$ cat src/rtl/map_left_and_right.sv
// ---------------------------------------------------------------------------
// map_left_and_right
//
// Purpose
//   Second stage of the star mapper. The upstream stage has already found a
//   star's seed column and its top and bottom rows. On a one-cycle start pulse
//   this block latches those values. It then walks the star's middle row
//   through a synchronous image ROM, first leftwards and then rightwards from
//   the seed, to find the left-most and right-most lit columns. Finally it
//   reports both extents and the star centre with a one-cycle done pulse.
//
// Ports
//   clk          clock
//   resetn       synchronous, active-low reset
//   start        one-cycle request; x_seed/most_top/most_bottom valid with it
//   x_seed       seed column of the star
//   most_top     top row of the star
//   most_bottom  bottom row of the star
//   mem_addr     ROM address, mid_y*X_RES + probe_x (combinational from regs)
//   mem_q        ROM data, valid the cycle after the address is presented
//   busy         high from the cycle after start through the done cycle
//   most_left    left-most lit column on the middle row
//   most_right   right-most lit column on the middle row
//   centre_x     (most_left + most_right) >> 1
//   centre_y     (most_top + most_bottom) >> 1
//   done         one-cycle pulse; all results valid from this cycle on
// ---------------------------------------------------------------------------
module map_left_and_right #(
    parameter int X_SZ      = 6,
    parameter int Y_SZ      = 6,
    parameter int ADDR_SZ   = 12,
    parameter int COL_SZ    = 3,
    parameter int X_RES     = 60,
    parameter int THRESHOLD = 0
) (
    input  logic               clk,
    input  logic               resetn,
    input  logic               start,
    input  logic [X_SZ-1:0]    x_seed,
    input  logic [Y_SZ-1:0]    most_top,
    input  logic [Y_SZ-1:0]    most_bottom,
    output logic [ADDR_SZ-1:0] mem_addr,
    input  logic [COL_SZ-1:0]  mem_q,
    output logic               busy,
    output logic [X_SZ-1:0]    most_left,
    output logic [X_SZ-1:0]    most_right,
    output logic [X_SZ-1:0]    centre_x,
    output logic [Y_SZ-1:0]    centre_y,
    output logic               done
);

    typedef enum logic [2:0] {
        IDLE   = 3'd0,
        L_WAIT = 3'd1,
        L_CHK  = 3'd2,
        R_INIT = 3'd3,
        R_WAIT = 3'd4,
        R_CHK  = 3'd5,
        DONE   = 3'd6
    } state_t;

    localparam logic [X_SZ-1:0]   X_LAST  = X_SZ'(X_RES - 1);
    localparam logic [COL_SZ-1:0] LIT_MIN = COL_SZ'(THRESHOLD);

    // State and datapath registers
    state_t            state_reg,      state_next;
    logic [X_SZ-1:0]   probe_x_reg,    probe_x_next;
    logic [X_SZ-1:0]   seed_reg,       seed_next;
    logic [Y_SZ-1:0]   mid_y_reg,      mid_y_next;
    logic [X_SZ-1:0]   left_reg,       left_next;
    logic [X_SZ-1:0]   right_reg,      right_next;
    logic [X_SZ-1:0]   centre_x_reg,   centre_x_next;
    logic [Y_SZ-1:0]   centre_y_reg,   centre_y_next;

    // Sums carry one extra bit so the halving never loses the MSB.
    logic [Y_SZ:0]     y_sum;
    logic [X_SZ:0]     x_sum;
    logic              lit;

    assign y_sum = {1'b0, most_top} + {1'b0, most_bottom};
    assign x_sum = {1'b0, left_next} + {1'b0, right_next};
    assign lit   = (mem_q > LIT_MIN);

    // -----------------------------------------------------------------------
    // State register
    // -----------------------------------------------------------------------
    always_ff @(posedge clk) begin
        if (!resetn) begin
            state_reg    <= IDLE;
            probe_x_reg  <= '0;
            seed_reg     <= '0;
            mid_y_reg    <= '0;
            left_reg     <= '0;
            right_reg    <= '0;
            centre_x_reg <= '0;
            centre_y_reg <= '0;
        end else begin
            state_reg    <= state_next;
            probe_x_reg  <= probe_x_next;
            seed_reg     <= seed_next;
            mid_y_reg    <= mid_y_next;
            left_reg     <= left_next;
            right_reg    <= right_next;
            centre_x_reg <= centre_x_next;
            centre_y_reg <= centre_y_next;
        end
    end

    // -----------------------------------------------------------------------
    // Next-state and datapath logic
    // -----------------------------------------------------------------------
    always_comb begin
        state_next    = state_reg;
        probe_x_next  = probe_x_reg;
        seed_next     = seed_reg;
        mid_y_next    = mid_y_reg;
        left_next     = left_reg;
        right_next    = right_reg;
        centre_x_next = centre_x_reg;
        centre_y_next = centre_y_reg;

        unique case (state_reg)
            IDLE: begin
                // start is only honoured here, so a pulse that arrives while
                // a scan is running (the DONE cycle included) is dropped.
                if (start) begin
                    mid_y_next   = y_sum[Y_SZ:1];
                    seed_next    = x_seed;
                    probe_x_next = x_seed;
                    left_next    = x_seed;
                    right_next   = x_seed;
                    state_next   = L_WAIT;
                end
            end

            // The address is held here for one cycle so the sync ROM can
            // return the pixel in the following check state.
            L_WAIT: state_next = L_CHK;

            L_CHK: begin
                if (lit) begin
                    left_next = probe_x_reg;
                    if (probe_x_reg == '0) begin
                        // Column 0 is lit; stop here instead of wrapping.
                        state_next = R_INIT;
                    end else begin
                        probe_x_next = probe_x_reg - 1'b1;
                        state_next   = L_WAIT;
                    end
                end else if (probe_x_reg == seed_reg) begin
                    // Dark seed: nothing to scan; extents stay at the seed.
                    state_next = DONE;
                end else begin
                    state_next = R_INIT;
                end
            end

            R_INIT: begin
                // The seed itself is already known to be lit, so the right
                // walk starts one column past it.
                if (seed_reg == X_LAST) begin
                    state_next = DONE;
                end else begin
                    probe_x_next = seed_reg + 1'b1;
                    state_next   = R_WAIT;
                end
            end

            R_WAIT: state_next = R_CHK;

            R_CHK: begin
                if (lit) begin
                    right_next = probe_x_reg;
                    if (probe_x_reg == X_LAST) begin
                        state_next = DONE;
                    end else begin
                        probe_x_next = probe_x_reg + 1'b1;
                        state_next   = R_WAIT;
                    end
                end else begin
                    state_next = DONE;
                end
            end

            DONE: state_next = IDLE;

            default: state_next = IDLE;
        endcase

        // Capture the centre on the edge that enters DONE, using the extents
        // as they will be after that edge, so the centre is valid together
        // with the done pulse.
        if ((state_next == DONE) && (state_reg != DONE)) begin
            centre_x_next = x_sum[X_SZ:1];
            centre_y_next = mid_y_next;
        end
    end

    // -----------------------------------------------------------------------
    // Outputs
    // -----------------------------------------------------------------------
    assign mem_addr   = ADDR_SZ'(mid_y_reg) * ADDR_SZ'(X_RES) + ADDR_SZ'(probe_x_reg);
    assign busy       = (state_reg != IDLE);
    assign done       = (state_reg == DONE);
    assign most_left  = left_reg;
    assign most_right = right_reg;
    assign centre_x   = centre_x_reg;
    assign centre_y   = centre_y_reg;

endmodule
$ cat config.mk
export PLATFORM = sky130hd
export DESIGN_NAME = map_left_and_right
export DESIGN_NICKNAME = d
export VERILOG_FILES = /design/src/rtl/map_left_and_right.sv
export SDC_FILE = /design/constraint.sdc
export NUM_CORES = 1
export LEC_CHECK = 0
export CORE_MARGIN = 1.5
export CORE_UTILIZATION = 45
export DETAILED_ROUTE_END_ITERATION = 8
export HOLD_SLACK_MARGIN = 0.1
export PLACE_DENSITY = 0.76
export SLEW_MARGIN = 25
export SYNTH_ARGS = -nofsm -noshare
export SYNTH_HDL_FRONTEND = slang
export SYNTH_SLANG_ARGS = --single-unit
$ cat constraint.sdc
create_clock -name clk -period 5.4 [get_ports clk]
set_clock_uncertainty 0.2 [all_clocks]
set_input_delay 0.54 -clock clk [delete_from_list [all_inputs] [get_ports clk]]
set_output_delay 0.54 -clock clk [all_outputs]
set_load 0.02 [all_outputs]
==> results.txt <==
cells after synthesis -> 452
critical path, cell by cell -> fa_1 > fa_1 > inv_1 > fa_1 > nand2b_1 > a21oi_1 > xor2_1 > nand2_1 > nor4_1 > xnor2_1 > clkdlybuf4s50_1
Worst setup SP type -> flip-flop
final slew viol count -> 0
CP endpoint -> mem_addr[11]
R2R cell count -> 10
Total Routing Usage GR -> 0.219
Reg-to-Reg Start -> state_reg[0]
full die area -> 0.00893 mm^2
WL/cell -> 15.8 um
Final ANT Viol Nets -> 0
YS warnings -> 0
vias per inst -> 5.77
ys flop type -> dfxtp_1
slew margin rel. -> 0.318
port bufs -> 61
syn_nets -> 519
HPWL Detailed -> 6.97 mm
die width -> 94.5 um
vias in the first global route -> 3,355
P_leak -> 1.84 nW
Critical Path End Type -> output port
first-pass GRT wire length -> 15.4 mm
DR pass1 iterations -> 5
fin crit period -> 4.90 ns
CTS Buf Count -> 5
H-tree Lvls -> 2
Worst Path Arrival -> 4.16 ns
fin crit share -> 0.908
starting density of the core -> 0.461
Clock Latency Late Sink -> 0.30 ns
WP data required -> 4.66 ns
TritonCTS clock tree -> built
Synth area leaders -> dfxtp_1 (24%), ha_1 (10%), fa_1 (6.4%), xnor2_1 (4.9%), nor2_1 (4.2%)
final hold slack -> 0.259 ns
Mapped Area -> 0.00377 mm^2
Crit Path Category -> reg2out
Largest stage delay, worst path -> 0.62 ns
max cap viols -> 0
CTS Root Cell -> clkbuf_8
DRC viols -> 0
clk buf depth -> 2
GRT Max-Usage Layer -> met2
CTS Hold Bufs -> 0
via count -> 3,456
core area -> 0.00818 mm^2
global route total overflow -> 0
largest net degree at the start of global routing -> 30
Final Net Count -> 560
initial antenna violation count -> 0
Max Freq -> 0.204 GHz
flop2flop setup slack -> 1.67 ns
Hold Crit Class -> reg2reg
met1 usage -> 0.277
# fillers -> 739
sequential share of the synthesized area -> 0.239
quantity of gates resized following cts -> 0
CP max FO -> 4
# IOs -> 62
CP top delay family -> adder cells
Avg Synthesized Cell Area -> 8.34 um^2
Buf/Inv on CP -> 2
Core Rows -> 33
Reg-to-Reg End -> centre_x[5]
post-synth cell types -> 60
# clock sinks -> 45
met3 Track Usage GR -> 0.0338
worst setup path start -> mid_y_reg[0]
top-count cell post-synth -> dfxtp_1
Slew @ Worst Pin -> 1.02 ns
most frequent cells after synthesis -> dfxtp_1 (45), nor2_1 (42), ha_1 (31), inv_1 (30), o21ai_0 (30)
share of layout cells above drive strength 1 -> 0.0445
power per cell area -> 297 mW/mm^2
Synth top area share -> 0.239
Crit path top cell by count -> fa_1
outcome -> completed
Final Hold Viols -> 0
CP max-delay cell -> clkdlybuf4s50_1
Starting DRT DRC Count -> 251
area leader, netlist -> dfxtp_1
met2 Track Usage GR -> 0.374
postcts setup bufs -> 0
WL final -> 9.45 mm
Post-Route Setup TNS -> 0 ns
Die H -> 94.5 um
RSZ-0062 raised after global routing -> no
Critical Path Stages -> 11
final setup fails -> 0
Post-synth EDFFs -> 0
# diodes -> 0
Layout Area Growth over Synthesis -> 19.0%
gpl congestion -> 0.984
Peak VDD IR -> 0.197 mV
#FFs+latches synth -> 45
Async SR Flop Fraction -> 0
clock-pin transition on the worst setup and hold timing paths -> 0.08 ns
area by class of cell:
| type | instances | area (um^2) | area share |
|---|---|---|---|
| tap | 105 | 131 | 0.0293 |
| timing repair buffer | 62 | 618 | 0.138 |
| clock buffer | 7 | 86.3 | 0.0192 |
| clock inverter | 1 | 30.0 | 0.00669 |
| multi-input combinational | 349 | 2610 | 0.581 |
| inverter | 30 | 113 | 0.0251 |
| sequential | 45 | 901 | 0.201 |
layout by cell type, fill, tap and decap left out, drive strengths merged, types with 10 or more instances in the layout:
master / netlist / routed
dfxtp: 45 / 45
nand2: 28 / 28
xor2: 14 / 14
ha: 31 / 31
and2: 18 / 18
inv: 30 / 30
a21oi: 27 / 27
a221o: 10 / 10
nor2: 42 / 42
nand3: 16 / 16
clkdlybuf4s50: 0 / 61
fa: 12 / 12
o21ai: 31 / 31
xnor2: 21 / 21
power breakdown:
group          switching (mW)  internal (mW)
combinational           0.346          0.297
sequential             0.0641          0.359
clock                   0.116          0.151
total                   0.526          0.806
layer usage:
layer	part of all wire	up-vias	wire, um
met5	0	-	0
met3	0.053	16	502
met4	0.020	0	186
met1	0.44	1643	4180
li1	-	1664	-
met2	0.49	133	4590
worst min-delay path, stage by stage, from the launching register on:
cell and delay (ns):
dfxtp_1 0.31, nand2_1 0.05, a21oi_1 0.05
worst min path at each step:
stage	startpoint	end	slack (ns)	cells after the start
5_1_grt	centre_x[0]	centre_x[0]	0.27	2
6_report	centre_x[0]	centre_x[0]	0.26	2
3_3_place_gp	centre_y[4]	centre_y[4]	0.24	2
3_5_place_dp	centre_x[0]	centre_x[0]	0.25	2
2_1_floorplan	mid_y_reg[4]	mid_y_reg[4]	0.30	2
4_1_cts	centre_x[0]	centre_x[0]	0.27	2
metrics by stage:
| stage | total power [mW] | instances | area [um^2] | worst slack [ns] | utilization |
|---|---|---|---|---|---|
| 2_1_floorplan | 0.865 | 452 | 3770 | 1.51 | - |
| 3_3_place_gp | 1.05 | 591 | 4370 | 0.994 | 0.534 |
| 3_5_place_dp | 1.06 | 591 | 4370 | 0.881 | 0.534 |
| 4_1_cts | 1.33 | 599 | 4490 | 0.546 | 0.549 |
| 5_1_grt | 1.42 | 599 | 4490 | 0.212 | 0.549 |
| 6_report | 1.33 | 599 | 4490 | 0.497 | 0.549 |
logic make-up after synthesis:
logic type	after synthesis	synth area share
AO/OA/AOI/OAI	117	0.220
XOR/XNOR	35	0.0813
adder cells (fa/ha/maj)	43	0.167
buffers and inverters	58	0.0694
flip-flops	45	0.239
multiplexers	6	0.0159
AND/OR/NAND/NOR	148	0.208
Note: power is estimated with default switching activity, not from simulation.
